**src/rtl/security_pkg.sv**
```systemverilog
// Shared definitions for the door-code security blocks: digit width and
// the passcode sequencer's state encoding.
package security_pkg;

  localparam int DIGIT_W   = 4;
  localparam int MAX_DIGIT = 9;

  typedef enum logic [2:0] {
    ST_ENTRY,
    ST_ISSUE,
    ST_SAMPLE,
    ST_RESULT,
    ST_LOCKOUT
  } state_t;

endpackage

```
**src/rtl/lockout_timer.sv**
```systemverilog
// Loadable down-counter. Signals done in the last counting cycle, so a
// load of CYCLES gives exactly CYCLES enabled cycles before expiry.
module lockout_timer #(
  parameter int CYCLES = 1000
) (
  input  logic clk,
  input  logic rst_n,
  input  logic load_i,
  input  logic en_i,
  output logic done_o
);

  localparam int W = $clog2(CYCLES + 1);

  logic [W-1:0] count_q, count_d;

  always_comb begin
    count_d = count_q;
    if (load_i) begin
      count_d = W'(CYCLES);
    end else if (en_i && count_q != '0) begin
      count_d = count_q - W'(1);
    end
  end

  // NOTE: state registers use non-blocking assignments so every flop samples
  // the pre-edge values of its neighbours, matching the hardware.
  always_ff @(posedge clk or negedge rst_n) begin
    if (!rst_n) count_q <= '0;
    else        count_q <= count_d;
  end

  assign done_o = en_i && (count_q == W'(1));

endmodule

```
**src/rtl/passcode_sequencer.sv**
```systemverilog
// Keypad front end of the door-code check: collects digits, streams the
// entered/stored pairs through an external registered comparator, and
// declares unlock/fail with a timed lockout after repeated failures.
module passcode_sequencer
  import security_pkg::*;
#(
  parameter int DIGITS      = 4,
  parameter int MAX_TRIES   = 3,
  parameter int LOCK_CYCLES = 1000,
  localparam int CNT_W      = $clog2(DIGITS + 1)
) (
  input  logic                      clk,
  input  logic                      rst,
  input  logic                      key_valid,
  input  logic [DIGIT_W-1:0]        key_digit,
  input  logic                      key_clear,
  input  logic [DIGIT_W*DIGITS-1:0] stored_code,
  output logic [DIGIT_W-1:0]        cmp_a,
  output logic [DIGIT_W-1:0]        cmp_b,
  output logic                      cmp_en,
  input  logic                      cmp_eq,
  output logic [CNT_W-1:0]          digit_count,
  output logic                      busy,
  output logic                      unlock,
  output logic                      fail,
  output logic                      locked
);

  localparam int FAIL_W = $clog2(MAX_TRIES + 1);

  function automatic logic [DIGIT_W-1:0] digit_of(
    input logic [DIGIT_W*DIGITS-1:0] vec,
    input int                        idx
  );
    return vec[DIGIT_W*idx +: DIGIT_W];
  endfunction

  state_t                    state_q, state_d;
  logic [CNT_W-1:0]          idx_q, idx_d;
  logic [CNT_W-1:0]          count_q, count_d;
  logic [FAIL_W-1:0]         fails_q, fails_d;
  logic [DIGIT_W*DIGITS-1:0] entry_q, entry_d;
  logic                      match_q, match_d;
  logic [DIGIT_W-1:0]        cmp_a_q, cmp_a_d;
  logic [DIGIT_W-1:0]        cmp_b_q, cmp_b_d;
  logic                      cmp_en_q, cmp_en_d;
  logic                      busy_q, busy_d;
  logic                      unlock_q, unlock_d;
  logic                      fail_q, fail_d;
  logic                      locked_q, locked_d;
  logic                      timer_load, timer_en, timer_done;

  lockout_timer #(
    .CYCLES (LOCK_CYCLES)
  ) u_lockout_timer (
    .clk    (clk),
    .rst_n  (rst),
    .load_i (timer_load),
    .en_i   (timer_en),
    .done_o (timer_done)
  );

  always_comb begin
    // NOTE: every signal gets a default before the case so no path can leave
    // it unassigned, which would otherwise infer a latch.
    state_d    = state_q;
    idx_d      = idx_q;
    count_d    = count_q;
    fails_d    = fails_q;
    entry_d    = entry_q;
    match_d    = match_q;
    cmp_a_d    = cmp_a_q;
    cmp_b_d    = cmp_b_q;
    cmp_en_d   = 1'b0;
    busy_d     = busy_q;
    unlock_d   = 1'b0;
    fail_d     = 1'b0;
    locked_d   = locked_q;
    timer_load = 1'b0;
    timer_en   = 1'b0;

    unique case (state_q)
      ST_ENTRY: begin
        if (key_clear) begin
          count_d = '0;
        end else if (key_valid && key_digit <= DIGIT_W'(MAX_DIGIT)) begin
          entry_d[DIGIT_W*int'(count_q) +: DIGIT_W] = key_digit;
          count_d = count_q + CNT_W'(1);
          if (count_q == CNT_W'(DIGITS - 1)) begin
            // First pair is issued straight away; digit 0 may be the key just accepted.
            state_d  = ST_ISSUE;
            idx_d    = '0;
            match_d  = 1'b1;
            busy_d   = 1'b1;
            cmp_en_d = 1'b1;
            cmp_a_d  = digit_of(entry_d, 0);
            cmp_b_d  = digit_of(stored_code, 0);
          end
        end
      end

      ST_ISSUE: state_d = ST_SAMPLE;

      ST_SAMPLE: begin
        match_d = match_q & cmp_eq;
        if (idx_q == CNT_W'(DIGITS - 1)) begin
          state_d  = ST_RESULT;
          unlock_d = match_d;
          fail_d   = !match_d;
          if (match_d) begin
            fails_d = '0;
          end else if (fails_q != FAIL_W'(MAX_TRIES)) begin
            fails_d = fails_q + FAIL_W'(1);
          end
        end else begin
          idx_d    = idx_q + CNT_W'(1);
          state_d  = ST_ISSUE;
          cmp_en_d = 1'b1;
          cmp_a_d  = digit_of(entry_q, int'(idx_d));
          cmp_b_d  = digit_of(stored_code, int'(idx_d));
        end
      end

      ST_RESULT: begin
        count_d = '0;
        if (fail_q && fails_q == FAIL_W'(MAX_TRIES)) begin
          state_d    = ST_LOCKOUT;
          locked_d   = 1'b1;
          timer_load = 1'b1;
        end else begin
          state_d = ST_ENTRY;
          busy_d  = 1'b0;
        end
      end

      ST_LOCKOUT: begin
        timer_en = 1'b1;
        if (timer_done) begin
          state_d  = ST_ENTRY;
          locked_d = 1'b0;
          busy_d   = 1'b0;
          fails_d  = '0;
        end
      end

      default: state_d = ST_ENTRY;
    endcase
  end

  always_ff @(posedge clk or negedge rst) begin
    if (!rst) begin
      state_q  <= ST_ENTRY;
      idx_q    <= '0;
      count_q  <= '0;
      fails_q  <= '0;
      // NOTE: the entry buffer is reset along with the control state so no
      // digits from an aborted attempt survive a reset.
      entry_q  <= '0;
      match_q  <= 1'b0;
      cmp_a_q  <= '0;
      cmp_b_q  <= '0;
      cmp_en_q <= 1'b0;
      busy_q   <= 1'b0;
      unlock_q <= 1'b0;
      fail_q   <= 1'b0;
      locked_q <= 1'b0;
    end else begin
      state_q  <= state_d;
      idx_q    <= idx_d;
      count_q  <= count_d;
      fails_q  <= fails_d;
      entry_q  <= entry_d;
      match_q  <= match_d;
      cmp_a_q  <= cmp_a_d;
      cmp_b_q  <= cmp_b_d;
      cmp_en_q <= cmp_en_d;
      busy_q   <= busy_d;
      unlock_q <= unlock_d;
      fail_q   <= fail_d;
      locked_q <= locked_d;
    end
  end

  assign cmp_a       = cmp_a_q;
  assign cmp_b       = cmp_b_q;
  assign cmp_en      = cmp_en_q;
  assign digit_count = count_q;
  assign busy        = busy_q;
  assign unlock      = unlock_q;
  assign fail        = fail_q;
  assign locked      = locked_q;

endmodule

```
**config.mk**
```make
export PLATFORM = sky130hd
export DESIGN_NAME = passcode_sequencer
export DESIGN_NICKNAME = d
export VERILOG_FILES = /design/src/rtl/security_pkg.sv /design/src/rtl/lockout_timer.sv /design/src/rtl/passcode_sequencer.sv
export SDC_FILE = /design/constraint.sdc
export NUM_CORES = 1
export LEC_CHECK = 0
export CAP_MARGIN = 20
export CORE_MARGIN = 4
export CORE_UTILIZATION = 45
export CTS_BUF_LIST = sky130_fd_sc_hd__clkbuf_4
export CTS_CLUSTER_DIAMETER = 30
export DETAILED_ROUTE_END_ITERATION = 8
export HOLD_SLACK_MARGIN = 0.1
export PLACE_DENSITY = 0.68
export REMOVE_ABC_BUFFERS = 1
export SYNTH_ARGS = -nofsm -noshare
export SYNTH_HDL_FRONTEND = slang
export SYNTH_SLANG_ARGS = --single-unit
```
**constraint.sdc**
```tcl
create_clock -name clk -period 5.8 [get_ports clk]
set_clock_uncertainty 0.1 [all_clocks]
set_input_delay 1.16 -clock clk [delete_from_list [all_inputs] [get_ports clk]]
set_output_delay 1.16 -clock clk [all_outputs]
set_load 0.02 [all_outputs]
```
==> results.txt <==
----------------------------------------------------
[Run status]
  Result of the run ... complete, no violations

[Timing]
  Setup violators final ... 0
  Total count of max-transition violations in the final report ... 0
  Setup repair after global routing missed its margin ... no
  Final hold viol count ... 0
  Final period demand of the worst path ... 3225 ps
  Worst slew slack as a fraction of its limit ... 31.70%
  Setup ws final ... 2575 ps
  Fin crit share ... 55.60%
  Maximum frequency from static timing analysis ... 310.1 MHz
  Worst Tran Pin Value ... 1025 ps
  Setup total negative slack ... 0 ps

[Logic synthesis]
  Most used flip-flop cell after synthesis ... dfrtp_1
  Area of the mapped netlist ... 2786 um^2
  Instance count of the mapped netlist ... 240
  Area fraction of the dominant cell type after synthesis ... 45.80%
  Largest area contributor in the netlist ... dfrtp_1
  Cell types occupying the most area after synthesis ... dfrtp_1 (46%), mux4_2 (6.5%), mux2_1 (4.8%)
  Post-synth EDFFs ... 0
  FFs w/ async S/R, synth ... 100.0%
  Sequential element share of the synthesized area ... 45.80%
  Post-synthesis sequential element count ... 51
  Ys Warns ... 0
  Average cell area after synthesis ... 11.61 um^2
  Netlist cell types ... 52

[Hold path]
  Hold WC Path Type ... reg2reg
  Endpoint, Worst Hold ... entry_q[7]
  Hold path depth ... 1
  Worst Min Path Start ... entry_q[7]

[Placement]
  Cell area after placement ... 3228 um^2
  Number of port buffers ... 40
  Total half-perimeter wirelength after legalization and detailed placement ... 4206 um
  Worst setup slack after placement ... 2193 ps
  Routability congestion estimate from global placement ... 0.8277

[Worst setup path]
  Crit start category ... input port
  Crit path from ... key_digit[1]
  Endpoint class of the critical path ... register
  Setup Crit Path Kind ... in2reg
  Source of the worst register-to-register timing path ... state_q[1]
  Destination of the worst register-to-register timing path ... cmp_a[0]
  Critical path, cell by cell ... clkdlybuf4s50_1 > o21ai_2 > nand4_1 > o22ai_1 > mux2_2
  R2R cell count ... 3
  Internal reg-to-reg setup slack ... 3030 ps
  Arrival time reported for the critical path endpoint ... 3370 ps
  Top fanout value on the critical path ... 12
  Library cell contributing the largest single delay on the critical path ... o22ai_1
  Data required time of the worst path ... 5950 ps
  Worst path max stage delay ... 810 ps

[Clock network]
  Total CTS buffers ... 5
  Number of buffers on the longest clock path ... 2
  Number of resized instances in the post-cts repair step ... 0
  Clock tree from TritonCTS ... built
  Hold buffer count at cts ... 0
  Total clock sinks ... 51
  Post-CTS Setup Inserts ... 0
  CTS root buffer ... clkbuf_4
  H-tree levels ... 2
  Clock insertion delay at the later pin of the skew report ... 350 ps
  Clock Pin Slew Worst Setup and Hold Paths ... 130 ps

[Finish]
  Combined area of the multi-input logic cells ... 1421 um^2
  Net total in the final layout ... 311
  Fin area ... 3273 um^2
  Number of fill cells in the layout ... 529
  Proportion of layout cells with a drive suffix above 1 ... 14.55%
  Area growth syn-to-layout ... 17.47%
  Diodes inserted ... 0
  Share of the core filled with cells ... 54.96%
  Sequential cell area ... 1276 um^2

[Drt]
  Via count ... 2006
  Routed wire length ... 5799 um
  Violation count after the first detailed-route iteration ... 86
  Drt wl/cell ... 16.57 um
  ANT nets after route ... 0
  Number of remaining DRC errors ... 0
  DRT Pass-1 Iters ... 4
  Number of vias per cell after detailed routing ... 5.731

[Floorplan]
  Die boundary height ... 86.69 um
  Initial Utilization ... 46.79%
  Count of boundary I/O pins ... 41
  Core box area ... 5956 um^2
  Full die area ... 7515 um^2
  Number of cell rows ... 28
  Die width ... 86.69 um

[GRT]
  Number of global-route vias before repair ... 2072
  Grt ovf ... 0
  Global-route wire length before repair ... 10210 um
  Antenna violations before repair ... 0
  Maximum number of pins on one net before global-route repair ... 52
  Total track usage ... 17.17%

[Power]
  Standby leakage power ... 0.001459 uW
  Cell Pwr Density ... 382.8 nW/um^2
  VDD IR max ... 0.2092 mV

[Job]
  Total of max-cap violations ... 0

----------------------------------------------------
-- worst max path at each step --
stage,end,depth (start not counted)
detailed placement,cmp_a[0],5
finish,cmp_a[0],5
CTS,cmp_a[0],5
global route,cmp_a[0],5
floorplan,cmp_a[0],4
global placement,cmp_b[2],5
-- cell families after synthesis --
| kind of cell | Yosys count | synth area share, % |
|---|---|---|
| xor gates and xnor gates | 1 | 0.3144 |
| muxes | 37 | 18.55 |
| DFF | 51 | 45.80 |
| adders and majority gates | 10 | 4.490 |
| and+or+nand+nor | 72 | 16.43 |
| AOI/OAI and AO/OA | 48 | 11.23 |
| buffers and inverters | 21 | 3.188 |
-- synthesized netlist by cell type (2+ instances only) --
library cell / count
a21oi_1: 11
a22o_1: 5
a31oi_1: 5
and3_1: 5
and4b_1: 2
buf_2: 2
buf_4: 2
clkbuf_1: 7
dfrtp_1: 51
ha_1: 10
inv_1: 9
mux2_1: 12
mux2_2: 9
mux2_4: 4
mux2i_1: 4
mux4_2: 8
nand2_1: 8
nand2b_1: 2
nand3_1: 4
nand3b_1: 2
nand4_1: 7
nand4bb_1: 2
nor2_1: 9
nor3_1: 5
nor3_2: 3
nor3b_1: 2
nor4_1: 2
o21ai_0: 8
o21ai_1: 2
o21ai_2: 2
o22ai_1: 3
o31ai_1: 4
or3_1: 6
or3b_1: 2
or3b_2: 2
or4_1: 3
-- cells in the final DEF, fill, tap and decap left out, types with 5 or more instances in the layout --
| cell | count |
|---|---|
| a21oi_1 | 11 |
| a22o_1 | 5 |
| a31oi_1 | 5 |
| and3_1 | 5 |
| clkbuf_4 | 6 |
| clkdlybuf4s50_1 | 39 |
| dfrtp_1 | 51 |
| ha_1 | 10 |
| inv_1 | 9 |
| mux2_1 | 12 |
| mux2_2 | 9 |
| mux4_2 | 8 |
| nand2_1 | 8 |
| nand4_1 | 7 |
| nor2_1 | 9 |
| nor3_1 | 5 |
| o21ai_0 | 8 |
| or3_1 | 6 |
-- registers in the layout, summed over array words and instances (netlist names), 2 cells and up --
register	count
state_q	3
cmp_b	4
idx_q	3
fails_q	2
cmp_a	4
u_lockout_timer.count_q	10
digit_count	3
entry_q	16
-- per-stage QoR --
step	power [uW]	hold slack [ps]	std cells
5_1_grt	1359	423.3	350
3_5_place_dp	1116	375.1	344
2_1_floorplan	904.5	353.2	228
3_3_place_gp	1106	365.8	344
6_report	1253	398.5	350
4_1_cts	1268	406.2	350
-- where the power goes --
part           switching (uW)  total (uW)  internal (uW)  leakage, uW
Sequential               81.6         519            438     0.000671
Combinational             292         588            296     0.000760
Clock                    97.4         145           48.1    0.0000276
-- per-layer routing --
layer | track usage (%) | share of wire, % | vias up
li1 | - | - | 987
met1 | 25.26 | 48 | 967
met2 | 26.08 | 46 | 44
met3 | 3.232 | 4.9 | 8
met4 | 4.533 | 1.2 | 0
met5 | 0 | 0 | -
-- worst max-delay path: cells and delay by family --
family	cells	cell delay [ps]
compound gates	2	1090
simple gates	1	180
mux	1	420
buf+inv	1	520
-- area by class of cell --
cell class / count / area share, %
multi-input cells: 168 / 43.42
flip-flops and latches: 51 / 38.99
repair buffers: 41 / 12.31
well taps: 75 / 2.867
clock buffers: 6 / 1.376
inverters: 9 / 1.032
No activity file was read; power rests on OpenSTA's default activity.
